===== config.mk =====
export PLATFORM = sky130hd
export DESIGN_NAME = confirm_queue_flat
export DESIGN_NICKNAME = d
export VERILOG_FILES = /design/src/rtl/confirm_queue_if.sv /design/src/rtl/confirm_queue.sv /design/src/flat_wrapper.sv
export SDC_FILE = /design/constraint.sdc
export NUM_CORES = 1
export LEC_CHECK = 0
export CORE_UTILIZATION = 40
export DETAILED_ROUTE_END_ITERATION = 6
export PLACE_DENSITY = 0.66
export SLEW_MARGIN = 20
export SYNTH_ARGS = -nofsm -noshare
export SYNTH_HDL_FRONTEND = slang
export SYNTH_SLANG_ARGS = --single-unit

===== constraint.sdc =====
create_clock -name CLK -period 2.7 [get_ports CLK]
set_clock_uncertainty 0.15 [all_clocks]
set_input_delay 0.27 -clock CLK [delete_from_list [all_inputs] [get_ports CLK]]
set_output_delay 0.27 -clock CLK [all_outputs]
set_load 0.02 [all_outputs]

===== src/rtl/confirm_queue_if.sv =====
// Handshake bundle for confirm_queue: station-ID input side and one-hot confirm output side.
interface confirm_queue_if #(
  parameter int unsigned N_RS  = 8,
  parameter int unsigned ID_W  = 4,
  parameter int unsigned DEPTH = 4
);
  localparam int unsigned CntW = $clog2(DEPTH + 1);

  logic            id_valid;
  logic [ID_W-1:0] id_in;
  logic            id_ready;
  logic [N_RS-1:0] confirma;
  logic            conf_valid;
  logic            ack;
  logic [CntW-1:0] count;
  logic            bad_id;

  modport slave (
    input  id_valid, id_in, ack,
    output id_ready, confirma, conf_valid, count, bad_id
  );

  modport master (
    output id_valid, id_in, ack,
    input  id_ready, confirma, conf_valid, count, bad_id
  );
endinterface


===== src/rtl/confirm_queue.sv =====
// Queues reservation-station IDs and presents them one at a time as a registered one-hot
// confirm, held until the addressed station acks; empty-queue IDs bypass straight to output.
module confirm_queue #(
  parameter int unsigned N_RS  = 8,
  parameter int unsigned ID_W  = 4,
  parameter int unsigned DEPTH = 4
) (
  input  logic            CLK,
  input  logic            CLR,
  confirm_queue_if.slave  bus
);
  localparam int unsigned PtrW = $clog2(DEPTH);
  localparam int unsigned CntW = $clog2(DEPTH + 1);

  typedef enum logic [0:0] {StIdle = 1'b0, StHold = 1'b1} state_e;

  state_e            state_q, state_d;
  logic [N_RS-1:0]   confirma_q, confirma_d;
  logic [PtrW-1:0]   wr_ptr_q, wr_ptr_d;
  logic [PtrW-1:0]   rd_ptr_q, rd_ptr_d;
  logic [CntW-1:0]   count_q, count_d;
  logic              bad_id_q, bad_id_d;
  logic [ID_W-1:0]   mem_q [DEPTH];
  logic [ID_W-1:0]   mem_d [DEPTH];

  logic id_ready;
  logic push_fire, legal, pop, bypass, store;

  function automatic logic [N_RS-1:0] to_onehot(input logic [ID_W-1:0] id);
    logic [N_RS-1:0] oh;
    for (int i = 0; i < N_RS; i++) begin
      oh[i] = (id == ID_W'(i + 1));
    end
    return oh;
  endfunction

  function automatic logic [PtrW-1:0] ptr_inc(input logic [PtrW-1:0] p);
    return (p == PtrW'(DEPTH - 1)) ? '0 : p + PtrW'(1);
  endfunction

  // Readiness comes from registered occupancy only, so a full queue never passes through on ack.
  assign id_ready  = (count_q < CntW'(DEPTH));
  assign push_fire = bus.id_valid & id_ready;
  assign legal     = (bus.id_in != '0) && (bus.id_in <= ID_W'(N_RS));

  always_comb begin
    state_d    = state_q;
    confirma_d = confirma_q;
    wr_ptr_d   = wr_ptr_q;
    rd_ptr_d   = rd_ptr_q;
    count_d    = count_q;
    mem_d      = mem_q;
    bad_id_d   = push_fire & ~legal;
    pop        = 1'b0;
    bypass     = 1'b0;

    unique case (state_q)
      StIdle: begin
        if (count_q != '0) begin
          pop = 1'b1;
        end else if (push_fire && legal) begin
          bypass = 1'b1;
        end
      end
      StHold: begin
        if (bus.ack) begin
          if (count_q != '0) begin
            pop = 1'b1;
          end else if (push_fire && legal) begin
            bypass = 1'b1;
          end else begin
            state_d    = StIdle;
            confirma_d = '0;
          end
        end
      end
      default: state_d = StIdle;
    endcase

    store = push_fire & legal & ~bypass;

    if (pop) begin
      confirma_d = to_onehot(mem_q[rd_ptr_q]);
      state_d    = StHold;
      rd_ptr_d   = ptr_inc(rd_ptr_q);
    end
    if (bypass) begin
      confirma_d = to_onehot(bus.id_in);
      state_d    = StHold;
    end
    if (store) begin
      mem_d[wr_ptr_q] = bus.id_in;
      wr_ptr_d        = ptr_inc(wr_ptr_q);
    end

    if (store && !pop) begin
      count_d = count_q + CntW'(1);
    end else if (pop && !store) begin
      count_d = count_q - CntW'(1);
    end
  end

  always_ff @(posedge CLK or posedge CLR) begin
    if (CLR) begin
      state_q    <= StIdle;
      confirma_q <= '0;
      wr_ptr_q   <= '0;
      rd_ptr_q   <= '0;
      count_q    <= '0;
      bad_id_q   <= 1'b0;
    end else begin
      state_q    <= state_d;
      confirma_q <= confirma_d;
      wr_ptr_q   <= wr_ptr_d;
      rd_ptr_q   <= rd_ptr_d;
      count_q    <= count_d;
      bad_id_q   <= bad_id_d;
    end
  end

  // Storage is unreset; stale entries are unreachable because count gates every read.
  always_ff @(posedge CLK) begin
    mem_q <= mem_d;
  end

  assign bus.id_ready   = id_ready;
  assign bus.confirma   = confirma_q;
  assign bus.conf_valid = (state_q == StHold);
  assign bus.count      = count_q;
  assign bus.bad_id     = bad_id_q;
endmodule


===== src/flat_wrapper.sv =====
// flat-port wrapper written by rule: the top's interface ports become plain ports
module confirm_queue_flat 
#(
  parameter int unsigned N_RS  = 8,
  parameter int unsigned ID_W  = 4,
  parameter int unsigned DEPTH = 4
)
  (CLK, CLR, bus_id_valid, bus_id_in, bus_ack, bus_id_ready, bus_confirma, bus_conf_valid, bus_count, bus_bad_id);
  confirm_queue_if #(.N_RS(N_RS), .ID_W(ID_W), .DEPTH(DEPTH)) bus_i ();
  input  logic CLK;
  input  logic CLR;
  input wire logic [$bits(bus_i.id_valid)-1:0] bus_id_valid;
  input wire logic [$bits(bus_i.id_in)-1:0] bus_id_in;
  input wire logic [$bits(bus_i.ack)-1:0] bus_ack;
  output wire logic [$bits(bus_i.id_ready)-1:0] bus_id_ready;
  output wire logic [$bits(bus_i.confirma)-1:0] bus_confirma;
  output wire logic [$bits(bus_i.conf_valid)-1:0] bus_conf_valid;
  output wire logic [$bits(bus_i.count)-1:0] bus_count;
  output wire logic [$bits(bus_i.bad_id)-1:0] bus_bad_id;
  assign bus_i.id_valid = bus_id_valid;
  assign bus_i.id_in = bus_id_in;
  assign bus_i.ack = bus_ack;
  assign bus_id_ready = bus_i.id_ready;
  assign bus_confirma = bus_i.confirma;
  assign bus_conf_valid = bus_i.conf_valid;
  assign bus_count = bus_i.count;
  assign bus_bad_id = bus_i.bad_id;
  confirm_queue #(.N_RS(N_RS), .ID_W(ID_W), .DEPTH(DEPTH)) u_core (.CLK(CLK), .CLR(CLR), .bus(bus_i));
endmodule

==> results.py, run 1 <==
metrics = {
    "pwr": {
        "power_switching_share_pct": 35.5,
        "power_leakage_nw": 0.832,
        "worst_case_vdd_ir_drop_mv": 0.434,
        "total_switching_power_w": 0.000756,
        "p_comb_share_pct": 41.6,
        "share_clk_of_total_power_pct": 21.7,
        "internal_power_w": 0.00137,
        "p_per_area_nw_per_um2": 993,
        "sequentialPowerShare_pct": 36.7,
    },
    "sta": {
        "final_min_period_over_clock_period_pct": 94.8,
        "fmax_mhz": 391,
        "period_needed_ps": 2560,
        "setup_ws_ps": 139,
        "tightest_slew_ps": 643,
        "worst_slew_margin_rel_pct": 57.1,
        "grt_setup_unrepaired": "false",
        "final-hold-violation-count": 0,
        "final-setup-viol-count": 0,
        "final-max-slew-violation-count": 0,
    },
    "synthesis": {
        "synth_top_family_by_area": "simple AND/OR/NAND/NOR gates",
        "synth_enable_flop_cells": 16,
        "synth_compound_area_share_pct": 11.9,
        "synth_cells": 135,
        "synth_nets": 150,
        "yosys_warnings": 0,
        "async_flop_share_pct": 51.5,
        "synth.distinct_cells": 38,
        "yosysSeqAreaShare_pct": 54.4,
        "ys_ff_latch": 33,
        "dominantRegCellSynth": "sky130_fd_sc_hd__dfrtp_1",
        "syn_avg_cell_area_um2": 12.3,
        "synthSimpleGateAreaFrac_pct": 14.4,
        "synthAdderAreaFrac_pct": 5.71,
        "synthMuxAreaShare_pct": 8.11,
        "xor_xnor_cell_area_share_of_the_yosys_netlist_pct": 1.58,
        "synth.cell_area_um2": 1670,
    },
    "final_layout": {
        "fraction_of_final_layout_cells_sized_beyond_drive_strength_1_pct": 19.5,
        "nets": 188,
        "fillerInstances": 341,
        "syn2layout_area_growth_pct": 28.8,
        "antenna_cells_inserted": 0,
        "utilization_pct": 53.6,
    },
    "die": {
        "rows": 23,
        "die_area_um2": 4430,
        "dieHeight_um": 66.5,
        "die_width_um": 66.5,
        "fp.coreArea_um2": 4000,
        "initial_core_util_pct": 41.6,
        "num_io_pins": 22,
    },
    "outcome": {
        "run_status": "finished clean",
    },
    "clock_tree": {
        "insertion_delay_ps": 290,
        "cts_repair_resize_count": 0,
        "clk_pin_slew_ps": 70,
        "numCtsBuffers": 5,
        "cts.repair_timing.setup_buffer_count": 0,
        "clock_tree.buffer_depth": 2,
        "cts_h_tree_depth": 2,
        "cts_hold_repair.buffers": 0,
        "cts_sinks": 33,
        "clock_tree_from_tritoncts": "yes",
        "ctsRootBufferMaster": "sky130_fd_sc_hd__clkbuf_8",
    },
    "routing": {
        "drt_first_pass_iters": 4,
        "post-route-drc-count": 0,
        "first_iteration_detailed_routing_drc_count": 46,
        "final_wirelength_um": 3440,
        "antenna_violating_nets_post_route": 0,
        "routed_wire_length_per_instance_um": 15.3,
        "via_count": 1242,
        "post_drt_via_cell_ratio": 5.54,
    },
    "global_routing": {
        "first_global_vias": 1233,
        "grt_start_max_net_pins": 18,
        "gr-total-overflow": 0,
        "antenna_violations_before_repair": 0,
        "grt_pass1_wl_um": 5660,
        "grt_use_total_pct": 17.9,
    },
    "critical_path": {
        "worst_r2r_endpoint": "u_core.bus.count[2]",
        "buffering_stage_count_on_the_worst_path_with_inverters_included": 2,
        "ff2ff_setup_slack_ps": 380,
        "worstSetupPathType": "input pin to flop",
        "r2r_start": "u_core.bus.count[2]",
        "slowest_cell_on_the_critical_path": "sky130_fd_sc_hd__clkdlybuf4s50_1",
        "max_stage_delay_ps": 460,
        "critPathMaxFanout": 2,
        "cp_cell_sequence": "clkdlybuf4s50_1, o31a_1, or3_1, nor2_2, ha_1, inv_1, fa_1, xor2_1, nor2_1, xnor2_1",
        "worstSetupEndpointType": "flop",
        "critical_path.startpoint": "bus_id_in[2]",
        "worstSetupPathDepth": 10,
        "worst_path_dominant_cell_family": "simple AND/OR/NAND/NOR gates",
        "cp.arrival_ps": 2630,
        "crit_end": "u_core.bus.count[2]",
        "worst_ep_required_time_ps": 2770,
        "r2r.worst_path.cells": 9,
        "crit_start_category": "input pin",
    },
    "place": {
        "io_buffer_count": 21,
        "gpl.final_weighted_congestion": 0.846,
        "dp_hpwl_um": 2680,
        "pre_cts_slack_ps": -134,
    },
    "hold_path": {
        "min-delay-path-class": "input pin to async pin",
    },
    "flow_run": {
        "cap_viol_max_count": 0,
    },
}
==> layer usage <==
| layer | routed length (µm) | track usage, % | up-vias |
|---|---|---|---|
| met5 | 0 | 0 | - |
| met1 | 1480 | 20.6 | 609 |
| met3 | 103 | 4.11 | 5 |
| met4 | 64 | 11.4 | 0 |
| li1 | - | - | 599 |
| met2 | 1790 | 29.8 | 29 |
==> cell usage after synthesis, types with 2 or more instances <==
cell type	instances	area (µm²)
sky130_fd_sc_hd__ha_1	6	75.1
sky130_fd_sc_hd__xnor2_1	2	17.5
sky130_fd_sc_hd__inv_1	9	33.8
sky130_fd_sc_hd__and3_1	4	25.0
sky130_fd_sc_hd__a31oi_1	8	50.1
sky130_fd_sc_hd__nor4_1	3	18.8
sky130_fd_sc_hd__dfrtp_1	17	425
sky130_fd_sc_hd__nand4_1	6	37.5
sky130_fd_sc_hd__nor2b_1	3	18.8
sky130_fd_sc_hd__nor3_1	3	15.0
sky130_fd_sc_hd__mux2_2	2	22.5
sky130_fd_sc_hd__clkbuf_1	3	11.3
sky130_fd_sc_hd__mux2_1	2	22.5
sky130_fd_sc_hd__edfxtp_1	16	480
sky130_fd_sc_hd__buf_2	4	20.0
sky130_fd_sc_hd__nor2_1	6	22.5
sky130_fd_sc_hd__mux4_2	4	90.1
sky130_fd_sc_hd__or4_1	2	15.0
sky130_fd_sc_hd__o211ai_1	7	52.6
sky130_fd_sc_hd__nand2_1	2	7.51
sky130_fd_sc_hd__nor4b_1	2	17.5
sky130_fd_sc_hd__a21oi_1	8	40.0
==> sequential cells by signal, indices dropped and copies added, names as in the netlist <==
register	flops
u_core.rd_ptr_q	2
u_core.wr_ptr_q	2
u_core.bus.count	3
u_core.bus.confirma	8
u_core.bus.bad_id	1
u_core.bus.conf_valid	1
u_core.mem_q	16
==> logic make-up (layout without fill, tap and decap cells) <==
group / Yosys count / count (layout)
XOR/XNOR: 3 / 3
AND/OR/NAND/NOR: 39 / 39
buffers and inverters: 16 / 55
flip-flops: 33 / 33
multiplexers: 8 / 8
AO/OA/AOI/OAI: 29 / 29
adder cells (fa/ha/maj): 7 / 7
==> power groups by stage <==
stage          logic [W]  clock network [W]  registers [W]
2_1_floorplan   0.000479                  0       0.000849
3_3_place_gp    0.000859                  0       0.000781
3_5_place_dp    0.000890                  0       0.000796
4_1_cts         0.000891           0.000468       0.000787
5_1_grt         0.000973           0.000487       0.000806
6_report        0.000886           0.000462       0.000783
==> worst reg2reg max path: stages, from the launching register on <==
cell                       delay [ps]
sky130_fd_sc_hd__dfrtp_1          410
sky130_fd_sc_hd__nand2b_1         180
sky130_fd_sc_hd__or3_1            350
sky130_fd_sc_hd__nor2_2           150
sky130_fd_sc_hd__ha_1             190
sky130_fd_sc_hd__inv_1             60
sky130_fd_sc_hd__fa_1             380
sky130_fd_sc_hd__xor2_1           150
sky130_fd_sc_hd__nor2_1           110
sky130_fd_sc_hd__xnor2_1          120
==> worst min path at each step <==
stage	from	endpoint	slack [ps]	cells after the start
floorplan	CLR	u_core.bus.bad_id	50	1
global placement	u_core.wr_ptr_q[1]	u_core.wr_ptr_q[1]	380	1
detailed placement	u_core.bus.confirma[2]	u_core.bus.confirma[2]	400	2
CTS	CLR	u_core.bus.confirma[7]	240	2
global route	CLR	u_core.bus.conf_valid	280	2
finish	CLR	u_core.bus.bad_id	210	2
==> cell usage in the layout (no fill, tap or decap), drive strengths merged, types with 2 or more instances in the layout <==
| cell | synthesis | layout |
|---|---|---|
| clkdlybuf4s50 | 0 | 21 |
| a31oi | 8 | 8 |
| inv | 9 | 9 |
| a21oi | 8 | 8 |
| xnor2 | 2 | 2 |
| o211ai | 7 | 7 |
| clkbuf | 3 | 5 |
| buf | 4 | 17 |
| nor2b | 3 | 3 |
| mux4 | 4 | 4 |
| nor4 | 3 | 3 |
| nor3 | 4 | 4 |
| or4 | 2 | 2 |
| and3 | 4 | 4 |
| ha | 6 | 6 |
| edfxtp | 16 | 16 |
| dfrtp | 17 | 17 |
| nor4b | 2 | 2 |
| mux2 | 4 | 4 |
| nor2 | 7 | 7 |
| nand2 | 2 | 2 |
| nand4 | 6 | 6 |
==> per-stage QoR <==
stage / std cells / instance area (µm²) / power (W) / TNS (ps) / hold slack, ps
6_report: 224 / 2140 / 0.00213 / 0 / 207
3_5_place_dp: 216 / 2030 / 0.00169 / -558 / 398
4_1_cts: 224 / 2140 / 0.00215 / 0 / 243
5_1_grt: 224 / 2140 / 0.00227 / 0 / 278
2_1_floorplan: 135 / 1670 / 0.00133 / 0 / 46.1
3_3_place_gp: 216 / 2030 / 0.00164 / -643 / 383
==> area by class of cell <==
cell class                      count  area [µm²]  area share (%)
Inverter                            9        33.8            1.58
Clock inverter                      3        41.3            1.93
Multi-Input combinational cell     86         694            32.4
Timing Repair Buffer               38         338            15.8
Tap cell                           50        62.6            2.92
Sequential cell                    33         906            42.2
Clock buffer                        5        68.8            3.21
Note: power is estimated with default switching activity, not from simulation.
==> run 2, diff against run 1 <==
--- a/config.mk
+++ b/config.mk
@@ -5,6 +5,7 @@
 export SDC_FILE = /design/constraint.sdc
 export NUM_CORES = 1
 export LEC_CHECK = 0
+export CORE_MARGIN = 5
 export CORE_UTILIZATION = 40
 export DETAILED_ROUTE_END_ITERATION = 6
 export PLACE_DENSITY = 0.66
==> results.py, run 2 (synthesized netlist as in run 1, its figures left out) <==
metrics = {
    "sta": {
        "fmax_mhz": 400,
        "final-max-slew-violation-count": 0,
        "grt_setup_unrepaired": "false",
        "worst_slew_margin_rel_pct": 54.9,
        "final-setup-viol-count": 0,
        "final-hold-violation-count": 0,
        "period_needed_ps": 2500,
        "final_min_period_over_clock_period_pct": 92.6,
        "setup_ws_ps": 199,
        "tightest_slew_ps": 675,
    },
    "pwr": {
        "total_switching_power_w": 0.000726,
        "worst_case_vdd_ir_drop_mv": 0.416,
        "internal_power_w": 0.00130,
        "power_leakage_nw": 0.835,
        "sequentialPowerShare_pct": 38.7,
        "p_comb_share_pct": 43.2,
        "share_clk_of_total_power_pct": 18.1,
        "power_switching_share_pct": 35.9,
        "p_per_area_nw_per_um2": 954,
    },
    "clock_tree": {
        "insertion_delay_ps": 280,
        "cts.repair_timing.setup_buffer_count": 0,
        "numCtsBuffers": 5,
        "ctsRootBufferMaster": "sky130_fd_sc_hd__clkbuf_8",
        "cts_sinks": 33,
        "clock_tree_from_tritoncts": "yes",
        "clk_pin_slew_ps": 70,
        "clock_tree.buffer_depth": 2,
        "cts_h_tree_depth": 2,
    },
    "place": {
        "pre_cts_slack_ps": -124,
        "io_buffer_count": 21,
        "placement.cell_area_um2": 2030,
        "dp_hpwl_um": 2780,
        "gpl.final_weighted_congestion": 0.861,
    },
    "hold_path": {
        "min-delay-path-class": "input pin to async pin",
    },
    "final_layout": {
        "fraction_of_final_layout_cells_sized_beyond_drive_strength_1_pct": 19.1,
        "postLayoutCellArea_um2": 2120,
        "largest_reg_flops": 16,
        "max_flop_register": "u_core.mem_q",
        "antenna_cells_inserted": 0,
        "syn2layout_area_growth_pct": 27.3,
        "fillerInstances": 382,
        "leading_cell_types_in_the_layout_fill_and_taps_excluded": "sky130_fd_sc_hd__clkdlybuf4s50_1, sky130_fd_sc_hd__dfrtp_1, sky130_fd_sc_hd__buf_4, sky130_fd_sc_hd__edfxtp_1, sky130_fd_sc_hd__inv_1",
        "utilization_pct": 52.6,
        "final_common_cell": "sky130_fd_sc_hd__clkdlybuf4s50_1",
        "nets": 187,
    },
    "flow_run": {
        "cap_viol_max_count": 0,
    },
    "critical_path": {
        "cp.arrival_ps": 2550,
        "worstSetupPathType": "input pin to flop",
        "critPathMaxFanout": 2,
        "crit_start_category": "input pin",
        "worstSetupEndpointType": "flop",
        "r2r.worst_path.cells": 9,
        "worst_ep_required_time_ps": 2750,
    },
    "routing": {
        "drt_first_pass_iters": 4,
        "post-route-drc-count": 0,
        "antenna_violating_nets_post_route": 0,
        "final_wirelength_um": 3440,
        "post_drt_via_cell_ratio": 5.46,
        "via_count": 1218,
        "routed_wire_length_per_instance_um": 15.4,
        "first_iteration_detailed_routing_drc_count": 38,
    },
    "die": {
        "fp.coreArea_um2": 4030,
        "num_io_pins": 22,
        "rows": 23,
        "dieHeight_um": 74.5,
        "die_width_um": 74.5,
        "die_area_um2": 5550,
        "initial_core_util_pct": 41.3,
    },
    "global_routing": {
        "use_met2_pct": 24.7,
        "grt_start_max_net_pins": 18,
        "grt_use_total_pct": 13.9,
        "met1_usage_pct": 15.9,
        "grtUsageMet3_pct": 3.24,
        "first_global_vias": 1243,
        "antenna_violations_before_repair": 0,
        "grt_pass1_wl_um": 5690,
        "top_usage_layer": "met2",
        "gr-total-overflow": 0,
    },
    "outcome": {
        "run_status": "finished clean",
    },
}
## run 2: repair_timing
action	CTS	global route
setup endpoints to repair	0	1
gates resized for setup	0	1
hold buffers	0	0
## run 2: per-stage QoR
step / cells / hold slack [ps] / TNS [ps] / total power (W)
final: 223 / 251 / 0 / 0.00202
after detailed placement: 215 / 388 / -650 / 0.00169
after floorplan: 135 / 46.1 / 0 / 0.00133
after global routing: 223 / 305 / 0 / 0.00217
after CTS: 223 / 278 / 0 / 0.00206
after global placement: 215 / 382 / -134 / 0.00164
## run 2: final cells by class
class                           count  area (µm²)  share of cell area (%)
Timing Repair Buffer               37         333                    15.7
Inverter                            9        33.8                    1.59
Sequential cell                    33         906                    42.7
Multi-Input combinational cell     86         694                    32.7
Clock buffer                        6        82.6                    3.89
Clock inverter                      2        8.76                   0.413
Tap cell                           50        62.6                    2.95
## run 2: worst max-delay path, cell delays in order
cell	delay, ps
sky130_fd_sc_hd__clkdlybuf4s50_1	440
sky130_fd_sc_hd__o31a_1	320
sky130_fd_sc_hd__or3_1	410
sky130_fd_sc_hd__nor2_2	120
sky130_fd_sc_hd__ha_1	180
sky130_fd_sc_hd__inv_1	50
sky130_fd_sc_hd__fa_1	370
sky130_fd_sc_hd__xor2_1	150
sky130_fd_sc_hd__nor2_1	120
sky130_fd_sc_hd__xnor2_1	130
## run 2: metal layers
metal	share of wire (%)	up-vias
met5	0	-
met2	54	25
li1	-	591
met3	4.9	5
met4	1.3	0
met1	40	597
## run 2: power by group through the flow
stage / combinational [W] / sequential (W) / clock, W
2_1_floorplan: 0.000479 / 0.000849 / 0
6_report: 0.000875 / 0.000783 / 0.000367
3_3_place_gp: 0.000858 / 0.000783 / 0
3_5_place_dp: 0.000889 / 0.000798 / 0
4_1_cts: 0.000890 / 0.000788 / 0.000380
5_1_grt: 0.000961 / 0.000806 / 0.000403
## run 2: worst paths after layout
check                                             from  slack (ps)                     end
worst max register to register     u_core.bus.count[2]         380     u_core.bus.count[2]
worst max-delay path                      bus_id_in[2]         200     u_core.bus.count[2]
min in group CLK                          bus_id_in[1]         270        u_core.mem_q[13]
worst min-delay path                               CLR         250      u_core.rd_ptr_q[0]
worst min register to register  u_core.bus.confirma[2]         400  u_core.bus.confirma[2]
max in group asynchronous                          CLR        1720       u_core.bus.bad_id
==> run 3, diff against run 2 <==
--- a/config.mk
+++ b/config.mk
@@ -8,8 +8,10 @@
 export CORE_MARGIN = 5
 export CORE_UTILIZATION = 40
 export DETAILED_ROUTE_END_ITERATION = 6
-export PLACE_DENSITY = 0.66
+export DONT_BUFFER_PORTS = 1
+export PLACE_DENSITY = 0.59
 export SLEW_MARGIN = 20
 export SYNTH_ARGS = -nofsm -noshare
 export SYNTH_HDL_FRONTEND = slang
 export SYNTH_SLANG_ARGS = --single-unit
+export TNS_END_PERCENT = 10
==> results.py, run 3 (synthesized netlist as in run 1, its figures left out) <==
metrics = {
    "outcome": {
        "run_status": "finished clean",
    },
    "hold_path": {
        "min-delay-path-class": "input pin to flop",
    },
    "die": {
        "die_width_um": 74.5,
        "dieHeight_um": 74.5,
        "rows": 23,
        "die_area_um2": 5550,
        "fp.coreArea_um2": 4030,
        "initial_core_util_pct": 41.3,
        "num_io_pins": 22,
    },
    "sta": {
        "tightest_slew_ps": 658,
        "final-setup-viol-count": 0,
        "setup_ws_ps": 265,
        "period_needed_ps": 2440,
        "worst_slew_margin_rel_pct": 56.1,
        "grt_setup_unrepaired": "false",
        "final-max-slew-violation-count": 0,
        "fmax_mhz": 411,
        "final-hold-violation-count": 0,
        "fin_hold_ws_ps": 21.6,
        "final_min_period_over_clock_period_pct": 90.2,
        "timing.setup.tns_ps": 0,
    },
    "critical_path": {
        "worstSetupPathType": "flop to flop",
        "crit_end": "u_core.bus.count[1]",
        "crit_start_category": "flop",
        "worst_ep_required_time_ps": 2720,
        "ff2ff_setup_slack_ps": 260,
        "r2r.worst_path.cells": 7,
        "critical_path.startpoint": "u_core.bus.count[1]",
        "r2r_start": "u_core.bus.count[1]",
        "max_stage_delay_ps": 510,
        "cp.arrival_ps": 2450,
        "cp_cell_sequence": "nor3_2, nor2b_1, nor2_2, ha_1, inv_1, fa_1, mux2_2",
        "worstSetupEndpointType": "flop",
        "worst_r2r_endpoint": "u_core.bus.count[1]",
        "critPathMaxFanout": 5,
        "slowest_cell_on_the_critical_path": "sky130_fd_sc_hd__dfrtp_1",
    },
    "global_routing": {
        "grt_pass1_wl_um": 5380,
        "grt_use_total_pct": 13.1,
        "antenna_violations_before_repair": 0,
        "grt_start_max_net_pins": 18,
        "gr-total-overflow": 0,
        "first_global_vias": 1097,
    },
    "final_layout": {
        "fraction_of_final_layout_cells_sized_beyond_drive_strength_1_pct": 19.2,
        "antenna_cells_inserted": 0,
        "utilization_pct": 48.1,
        "syn2layout_area_growth_pct": 16.5,
        "max_flop_register": "u_core.mem_q",
        "fillerInstances": 355,
        "multi_input_comb_area_um2": 697,
        "nets": 165,
        "leading_cell_types_in_the_layout_fill_and_taps_excluded": "sky130_fd_sc_hd__dfrtp_1, sky130_fd_sc_hd__edfxtp_1, sky130_fd_sc_hd__buf_4",
        "largest_reg_flops": 16,
        "final_common_cell": "sky130_fd_sc_hd__dfrtp_1",
        "register_area_um2": 906,
    },
    "clock_tree": {
        "clock_tree_from_tritoncts": "yes",
        "cts_sinks": 33,
        "cts_h_tree_depth": 2,
        "insertion_delay_ps": 280,
        "ctsRootBufferMaster": "sky130_fd_sc_hd__clkbuf_8",
        "numCtsBuffers": 5,
        "clk_pin_slew_ps": 70,
        "clock_tree.buffer_depth": 2,
    },
    "routing": {
        "via_count": 1119,
        "routed_wire_length_per_instance_um": 16.3,
        "drt_first_pass_iters": 4,
        "antenna_violating_nets_post_route": 0,
        "post_drt_via_cell_ratio": 5.57,
        "first_iteration_detailed_routing_drc_count": 83,
        "post-route-drc-count": 0,
        "final_wirelength_um": 3280,
    },
    "place": {
        "dp_hpwl_um": 2470,
        "io_buffer_count": 0,
        "gpl.final_weighted_congestion": 0.869,
        "pre_cts_slack_ps": 187,
    },
    "pwr": {
        "power_leakage_nw": 0.741,
        "worst_case_vdd_ir_drop_mv": 0.316,
        "p_per_area_nw_per_um2": 1010,
        "power_w": 0.00196,
    },
    "flow_run": {
        "cap_viol_max_count": 0,
    },
}
run 3: changes by cell type in the layout (fill, tap and decap cells not counted):
cell	delta
sky130_fd_sc_hd__clkdlybuf4s50_1	-20
sky130_fd_sc_hd__buf_4	-6
sky130_fd_sc_hd__dlygate4sd3_1	+5
sky130_fd_sc_hd__bufinv_16	+1
sky130_fd_sc_hd__clkbuf_8	-1
sky130_fd_sc_hd__clkinv_1	-1
sky130_fd_sc_hd__clkinv_2	-1
sky130_fd_sc_hd__clkinv_4	+1
sky130_fd_sc_hd__clkinvlp_4	+1
sky130_fd_sc_hd__dlymetal6s2s_1	-1
sky130_fd_sc_hd__nor2b_1	-1
sky130_fd_sc_hd__nor2b_2	+1
run 3: stage by stage:
stage / std cells / instance area (µm²)
2_1_floorplan: 135 / 1670
3_3_place_gp: 188 / 1770
3_5_place_dp: 188 / 1770
4_1_cts: 201 / 1940
5_1_grt: 201 / 1940
6_report: 201 / 1940
run 3: metal layers:
metal | track usage, % | routed length (µm)
met5 | 0 | 0
met4 | 4.15 | 33
met3 | 5.54 | 210
met2 | 19.9 | 1520
met1 | 17.0 | 1520
run 3: critical path: cells and delay by family (launching register included):
family,cells,cell delay (ps)
adders and majority gates,2,650
buffers and inverters,1,80
and+or+nand+nor,3,670
DFF,1,510
muxes,1,270
run 3: final cells by class:
cell class / count / share of cell area, %
clock buffers: 5 / 3.55
clock inverters: 3 / 2.39
inverters: 9 / 1.74
multi-input cells: 86 / 35.9
flip-flops and latches: 33 / 46.7
well taps: 50 / 3.23
repair buffers: 15 / 6.45
run 3: what timing repair did:
action	CTS	global route
hold buffers	5	0
hold endpoints to repair	33	0
buffers inserted	0	0
gates resized for setup	0	1
endpoints found under the setup margin	0	1
run 3: how the worst min path moves through the flow:
stage	startpoint	end	depth (start not counted)
after global routing	bus_id_in[1]	u_core.bus.confirma[6]	2
after CTS	bus_id_in[1]	u_core.bus.confirma[6]	2
final	bus_id_in[1]	u_core.bus.confirma[6]	2
after global placement	CLR	u_core.wr_ptr_q[1]	1
after floorplan	CLR	u_core.bus.bad_id	1
after detailed placement	CLR	u_core.wr_ptr_q[0]	1
run 3: power by group:
part / internal, W / total [W] / switching (W)
clock network: 0.000276 / 0.000460 / 0.000184
registers: 0.000658 / 0.000852 / 0.000193
logic: 0.000307 / 0.000648 / 0.000341
